<file path="src/rtl/hex_scan_pkg.sv">
// Shared types and constants for the multiplexed hex display controller:
// scan state encoding, the all-off segment pattern and the hex glyph table.
package hex_scan_pkg;

    typedef enum logic {
        BLANK = 1'b0,
        DRIVE = 1'b1
    } state_t;

    // Segments are a..g with index 0 = a; a 0 lights the segment.
    localparam logic [0:6] SEG_OFF = 7'b1111111;

    localparam logic [0:6] SEG_TABLE [16] = '{
        7'b0000001,  // 0
        7'b1001111,  // 1
        7'b0010010,  // 2
        7'b0000110,  // 3
        7'b1001100,  // 4
        7'b0100100,  // 5
        7'b0100000,  // 6
        7'b0001111,  // 7
        7'b0000000,  // 8
        7'b0000100,  // 9
        7'b0001000,  // A
        7'b1100000,  // b
        7'b0110001,  // C
        7'b1000010,  // d
        7'b0110000,  // E
        7'b0111000   // F
    };

    function automatic int max2(input int a, input int b);
        return (a > b) ? a : b;
    endfunction

endpackage

</file>
<file path="src/rtl/hex_scan_ctrl_seg7_lut.sv">
// Combinational hex nibble to active-low a..g segment decoder.
module seg7_lut
    import hex_scan_pkg::*;
(
    input  logic [3:0] nib,
    output logic [0:6] seg
);

    // Straight table lookup; one instance is shared by all digits.
    always_comb begin
        seg = SEG_TABLE[nib];
    end

endmodule

</file>
<file path="src/rtl/hex_scan_ctrl.sv">
// Time-multiplexed hex display controller. Received bytes shift into a
// nibble history (two digits per byte); the digits are scanned one at a
// time with an all-off guard interval in front of each digit.
// Optional build macro: LEADING_ZERO_BLANK_EN -- blank leading zero digits
// (digit 0 always shows its value).
module hex_scan_ctrl
    import hex_scan_pkg::*;
#(
    parameter int NUM_DIGITS  = 4,
    parameter int REFRESH_DIV = 50000,
    parameter int GUARD_CYC   = 16
) (
    input  logic                  clk,
    input  logic                  rst_n,
    input  logic [7:0]            rx_data,
    input  logic                  rx_valid,
    output logic                  rx_ready,
    input  logic                  hold,
    input  logic                  clear,
    output logic [0:6]            seg,
    output logic [NUM_DIGITS-1:0] an
);

    localparam int HIST_W = NUM_DIGITS * 4;
    localparam int CNT_W  = $clog2(max2(REFRESH_DIV, GUARD_CYC) + 1);
    localparam int IDX_W  = $clog2(NUM_DIGITS);

    localparam logic [CNT_W-1:0] GUARD_LAST = CNT_W'(GUARD_CYC - 1);
    localparam logic [CNT_W-1:0] DRIVE_LAST = CNT_W'(REFRESH_DIV - 1);
    localparam logic [IDX_W-1:0] IDX_LAST   = IDX_W'(NUM_DIGITS - 1);

    logic [HIST_W-1:0]     hist;
    logic [HIST_W-1:0]     hist_shift;
    logic                  accept;

    state_t                state;
    state_t                state_nxt;
    logic [CNT_W-1:0]      cnt;
    logic [CNT_W-1:0]      cnt_nxt;
    logic [IDX_W-1:0]      idx;
    logic [IDX_W-1:0]      idx_nxt;
    logic                  load;

    logic [3:0]            cur_nib;
    logic                  cur_blank;
    logic [3:0]            nib;
    logic                  nib_blank;
    logic [0:6]            dec_seg;
    logic [0:6]            seg_nxt;
    logic [NUM_DIGITS-1:0] an_nxt;

    assign rx_ready = !hold;
    assign accept   = rx_valid && rx_ready;

    // Newest byte enters at digits 1:0, oldest byte falls off the top.
    always_comb begin
        hist_shift      = hist << 8;
        hist_shift[7:0] = rx_data;
    end

    // History buffer; clear wins over a same-cycle accept.
    always_ff @(posedge clk or negedge rst_n) begin
        if (!rst_n) begin
            hist <= '0;
        end else if (clear) begin
            hist <= '0;
        end else if (accept) begin
            hist <= hist_shift;
        end
    end

    // Nibble of the digit about to be driven.
    always_comb begin
        cur_nib = hist[{idx, 2'b00} +: 4];
    end

`ifdef LEADING_ZERO_BLANK_EN
    // Blank the digit when it and every more significant digit are zero.
    always_comb begin
        logic hi_zero;
        hi_zero   = 1'b1;
        cur_blank = 1'b0;
        for (int i = NUM_DIGITS - 1; i > 0; i--) begin
            if (hist[i*4 +: 4] != 4'h0) begin
                hi_zero = 1'b0;
            end
            if (IDX_W'(i) == idx) begin
                cur_blank = hi_zero;
            end
        end
    end
`else
    // Every digit shows its nibble, leading zeros included.
    always_comb begin
        cur_blank = 1'b0;
    end
`endif

    // Scan sequencing: guard blanking, then drive, then advance the digit.
    always_comb begin
        state_nxt = state;
        cnt_nxt   = cnt + CNT_W'(1);
        idx_nxt   = idx;
        load      = 1'b0;
        an_nxt    = '1;
        seg_nxt   = SEG_OFF;
        case (state)
            BLANK: begin
                if (cnt == GUARD_LAST) begin
                    state_nxt = DRIVE;
                    cnt_nxt   = '0;
                    load      = 1'b1;
                end
            end
            DRIVE: begin
                an_nxt[idx] = 1'b0;
                seg_nxt     = nib_blank ? SEG_OFF : dec_seg;
                if (cnt == DRIVE_LAST) begin
                    state_nxt = BLANK;
                    cnt_nxt   = '0;
                    idx_nxt   = (idx == IDX_LAST) ? '0 : idx + IDX_W'(1);
                end
            end
            default: begin
                state_nxt = BLANK;
                cnt_nxt   = '0;
            end
        endcase
    end

    // Scan state, cycle counter and digit index.
    always_ff @(posedge clk or negedge rst_n) begin
        if (!rst_n) begin
            state <= BLANK;
            cnt   <= '0;
            idx   <= '0;
        end else begin
            state <= state_nxt;
            cnt   <= cnt_nxt;
            idx   <= idx_nxt;
        end
    end

    // Latch the decoder input at the start of DRIVE so later buffer
    // writes cannot change the digit currently on display.
    always_ff @(posedge clk) begin
        if (load) begin
            nib       <= cur_nib;
            nib_blank <= cur_blank;
        end
    end

    seg7_lut u_seg7_lut (
        .nib (nib),
        .seg (dec_seg)
    );

    // Registered display pins, one cycle behind the scan state.
    always_ff @(posedge clk or negedge rst_n) begin
        if (!rst_n) begin
            seg <= SEG_OFF;
            an  <= '1;
        end else begin
            seg <= seg_nxt;
            an  <= an_nxt;
        end
    end

endmodule

</file>
<file path="config.mk">
export PLATFORM = sky130hd
export DESIGN_NAME = hex_scan_ctrl
export DESIGN_NICKNAME = d
export VERILOG_FILES = /design/src/rtl/hex_scan_pkg.sv /design/src/rtl/hex_scan_ctrl_seg7_lut.sv /design/src/rtl/hex_scan_ctrl.sv
export SDC_FILE = /design/constraint.sdc
export NUM_CORES = 1
export LEC_CHECK = 0
export ABC_CLOCK_PERIOD_IN_PS = 1500
export CAP_MARGIN = 20
export CORE_MARGIN = 10
export CORE_UTILIZATION = 45
export DETAILED_ROUTE_END_ITERATION = 6
export HOLD_SLACK_MARGIN = 0.08
export PLACE_DENSITY = 0.68
export REMOVE_ABC_BUFFERS = 1
export SETUP_SLACK_MARGIN = 0.02
export SLEW_MARGIN = 25
export SYNTH_ARGS = -nofsm -noshare
export SYNTH_HDL_FRONTEND = slang
export SYNTH_SLANG_ARGS = --single-unit
</file>
<file path="constraint.sdc">
create_clock -name clk -period 1.5 [get_ports clk]
set_input_delay 0.3 -clock clk [delete_from_list [all_inputs] [get_ports clk]]
set_output_delay 0.3 -clock clk [all_outputs]
set_load 0.1 [all_outputs]
</file>
==> results list <==
- Critical Path Start Type: register
- Number of antenna cells inserted: 0
- Data on the critical path is required at its endpoint by about 1.7 ns.
* Slew Viols, Final: 0
- Leakage power: approximately 1.3 nW
- Internal power contribution: 1.77 mW
- Unrepaired setup endpoints after global routing: yes
- Amount of wire on met3 after detailed routing: 250 microns
- Post-route standard cell area excluding fillers: 3170 sq um
- The critical path starts at cnt[0]$_DFF_PN0_.
* Number of nets in the finished design: ~300
- In this run the worst hold path is classified as in2async.
- Ports: 25
- Max VDD drop: 0.000427 V
- Slew of the pin with the lowest slew margin: 0.430 ns
- The die covers 8560 sq um.
- Summing all placed instances gives a cell area of 2990 sq um.
* R2R depth: 7
- For the final database, setup skew stands at 0.0145 ns.
- Wire length of the first global-routing pass: 8430 microns
- Power density over the cells: 721 nW/um^2
- In this run the cell area of the synthesized design comes to 2370 sq um.
* Number of storage elements in the synthesis netlist: 50
- Number of distinct library cell variants in the gate-level netlist after synthesis: 34
* Cell repeated most along the worst path: sky130_fd_sc_hd__buf_6
- Entering global routing, the biggest net connects 29 pins.
- The share of the Yosys chip area taken by registers is 0.543.
* Number of warnings issued by yosys: 0
* Number of global-route vias before repair: ~1900
* Met1 wire length: 2020 microns
- Number of DRC markers after the initial detailed-route iteration: approximately 110
- Switching Share: 0.226
* Antenna violations before repair: 0
* Worst R2R Start: cnt[0]$_DFF_PN0_
* DR vias: 1807
- Drt total wl: 4820 microns
- Outcome: completed
- Worst-path clk slew: 0.09 ns
* Port buffer count: 24
- OpenSTA, run right after detailed placement, puts the worst setup slack at -0.00763 ns.
- Overall global routing resource usage: 0.118
- Worst-case setup margin in the final layout: 0.00364 ns
- Sum of net half-perimeters after detailed placement: 3520 microns
- Height of the chip: 92.5 microns
* Peak Freq: 0.668 GHz
- Psw: 0.517 mW
- In this design, the stage delay of the slowest critical-path cell is 0.38 ns.
- Final count of negative-setup-slack endpoints: 0
- Average instance area after synthesis: ~10 sq um
- Worst setup path category: reg2reg
- Area growth from synthesis to layout: 34.0%
* Fraction of power consumed by sequential logic: 0.606
- Slowest stage cell, crit path: sky130_fd_sc_hd__dfrtp_1
* Ordered list of cells on the worst path: ha_2 -> and3_1 -> nand3_2 -> buf_6 -> a21oi_4 -> buf_6 -> nor2b_1
* Sink count of the clock tree: 50
* Worst Path Max Fanout: 5
- Instance count of the mapped netlist: approximately 230
- The number of clock buffers added by TritonCTS is 5.
- Summed over all layers, the global routing overflow is 0.
- Detail Route Antenna Nets: 0
- Ratio of final minimum period to clock period: 0.998
* Number of hold-slack violations in the final timing report: 0
- Setup crit end kind: register
* 1st-pass router iterations: 6
* Placement Rows: 26
* Relative slew slack: 0.713
- Data arrival time of the worst path: around 1.7 ns
* Area inside the core boundary: 5110 sq um
- CTS Root Buffer Type: sky130_fd_sc_hd__clkbuf_8
* Starting density of the core: 0.463
* Number of buffers on the longest clock path: 2
- TritonCTS built the clock tree.
- Routed length on met2: 2490 microns
- Shortest period the worst path allows: 1.50 ns
- Of the total power, combinational logic draws 0.058.
* Number of levels the H-tree was split into: 2
- The share of total power dissipated in the clock network is 0.336.
* Vias per inst: about 5.2
- Clock Latency Late Sink: around 0.31 ns
- DIE WIDTH: 92.5 microns
* Share of layout cells above drive strength 1: 0.289
- Gp weighted congestion: ~0.84
- Post-route DRC: 0
- Max-capacitance violation count: 0
- In the final routed layout, each cell accounts on average for roughly 14 microns.
- Routed signal wires occupy layers up through met4.
==> cell families (layout without fill, tap and decap cells) <==
logic type | count (synthesis) | after routing | share of synthesized area
adder cells (fa/ha/maj) | 11 | 11 | 0.0582
multiplexers | 7 | 7 | 0.0513
AND/OR/NAND/NOR | 92 | 92 | 0.179
flip-flops | 50 | 50 | 0.543
AO/OA/AOI/OAI | 35 | 35 | 0.0878
buffers and inverters | 20 | 72 | 0.0323
XOR/XNOR | 13 | 13 | 0.0481
==> sequential cells by signal, summed over array words and instances, names as in the netlist <==
register,flops
an,4
cnt,16
hist,16
idx,2
nib,4
seg,7
state,1
==> worst paths after layout <==
check | to | slack (ns)
max | cnt[1]$_DFF_PN0_ | 0.004
min | cnt[11]$_DFF_PN0_ | 0.46
max reg2reg | cnt[1]$_DFF_PN0_ | 0.004
min reg2reg | hist[12]$_DFFE_PN0P_ | 0.53
max in group asynchronous | seg[1]$_DFF_PN1_ | 0.49
min in group clk | hist[1]$_DFFE_PN0P_ | 0.52
==> cell type report <==
type,instances,area [sq um]
repair buffers,54,619
fillers,409,1940
clock inverters,2,13.8
multi-input cells,158,1050
clock buffers,6,72.6
flip-flops and latches,50,1290
inverters,10,37.5
well taps,70,87.6
==> per-stage QoR <==
step                power, mW   util  hold WS, ns   TNS, ns  std cells
global placement         1.54  0.585        0.261         0        338
global route             2.40  0.621        0.516    -0.707        350
detailed placement       1.55  0.585        0.268  -0.00763        338
floorplan                1.45      -      0.00441     -2.89        218
CTS                      2.31  0.606        0.475         0        347
finish                   2.29  0.621        0.459         0        350
==> critical path: cells and delay by family, from the launching register on <==
family | cells | cell delay [ns]
adder cells (fa/ha/maj) | 1 | 0.20
AO/OA/AOI/OAI | 1 | 0.14
AND/OR/NAND/NOR | 3 | 0.37
flip-flops | 1 | 0.38
buffers and inverters | 2 | 0.30
==> placed cells by master (no fill, tap or decap), drive strengths merged, types with 6 or more instances in the layout <==
master / synthesis / layout
inv: 10 / 10
nand2: 42 / 42
o21ai: 8 / 8
xor2: 6 / 6
ha: 11 / 11
a21oi: 19 / 19
buf: 2 / 42
dfstp: 11 / 11
xnor2: 7 / 7
dfrtp: 35 / 35
nand3: 11 / 11
clkdlybuf4s50: 0 / 11
clkbuf: 8 / 6
nor2: 15 / 15
==> power by group through the flow <==
| stage | Sequential (mW) | Clock [mW] | Combinational (mW) |
|---|---|---|---|
| detailed placement | 1.41 | 0 | 0.135 |
| CTS | 1.38 | 0.791 | 0.137 |
| floorplan | 1.41 | 0 | 0.0418 |
| global route | 1.39 | 0.858 | 0.150 |
| finish | 1.38 | 0.768 | 0.133 |
| global placement | 1.41 | 0 | 0.133 |
==> cells in the mapped netlist (all sizes together) <==
cell type,instances,share of area
xor2,6,0.022
or4,1,0.0048
xnor2,7,0.026
o31a,2,0.0074
nand3,11,0.025
ha,11,0.058
o21bai,1,0.0032
mux2i,2,0.0085
mux4,4,0.038
inv,10,0.016
nand2,42,0.067
dfstp,11,0.12
o311ai,2,0.0074
nand4,4,0.011
dfrtp,35,0.37
or2,1,0.0026
o21ai,8,0.017
nor2b,5,0.013
edfxtp,4,0.051
nor2,15,0.024
o211ai,2,0.0063
a21oi,19,0.043
nand2b,1,0.0026
nor4,5,0.013
mux2,1,0.0048
or3,1,0.0026
clkbuf,8,0.013
and3,2,0.0053
nor3,4,0.0085
o31ai,1,0.0032
buf,2,0.0037
==> what timing repair did <==
action                                  in CTS  in global routing
hold buffers                                 1                  0
buffers inserted                             0                  2
pin swaps                                    0                  8
endpoints found under the hold margin        8                  0
resized for setup                            2                 17
endpoints found under the setup margin      10                 18
gates cloned                                 0                  1
==> routing by layer <==
layer,up-vias,GRT usage
met1,872,0.139
met5,-,0
met4,0,0.0488
li1,881,-
met2,47,0.201
met3,7,0.0307
No activity file was read; power rests on OpenSTA's default activity.
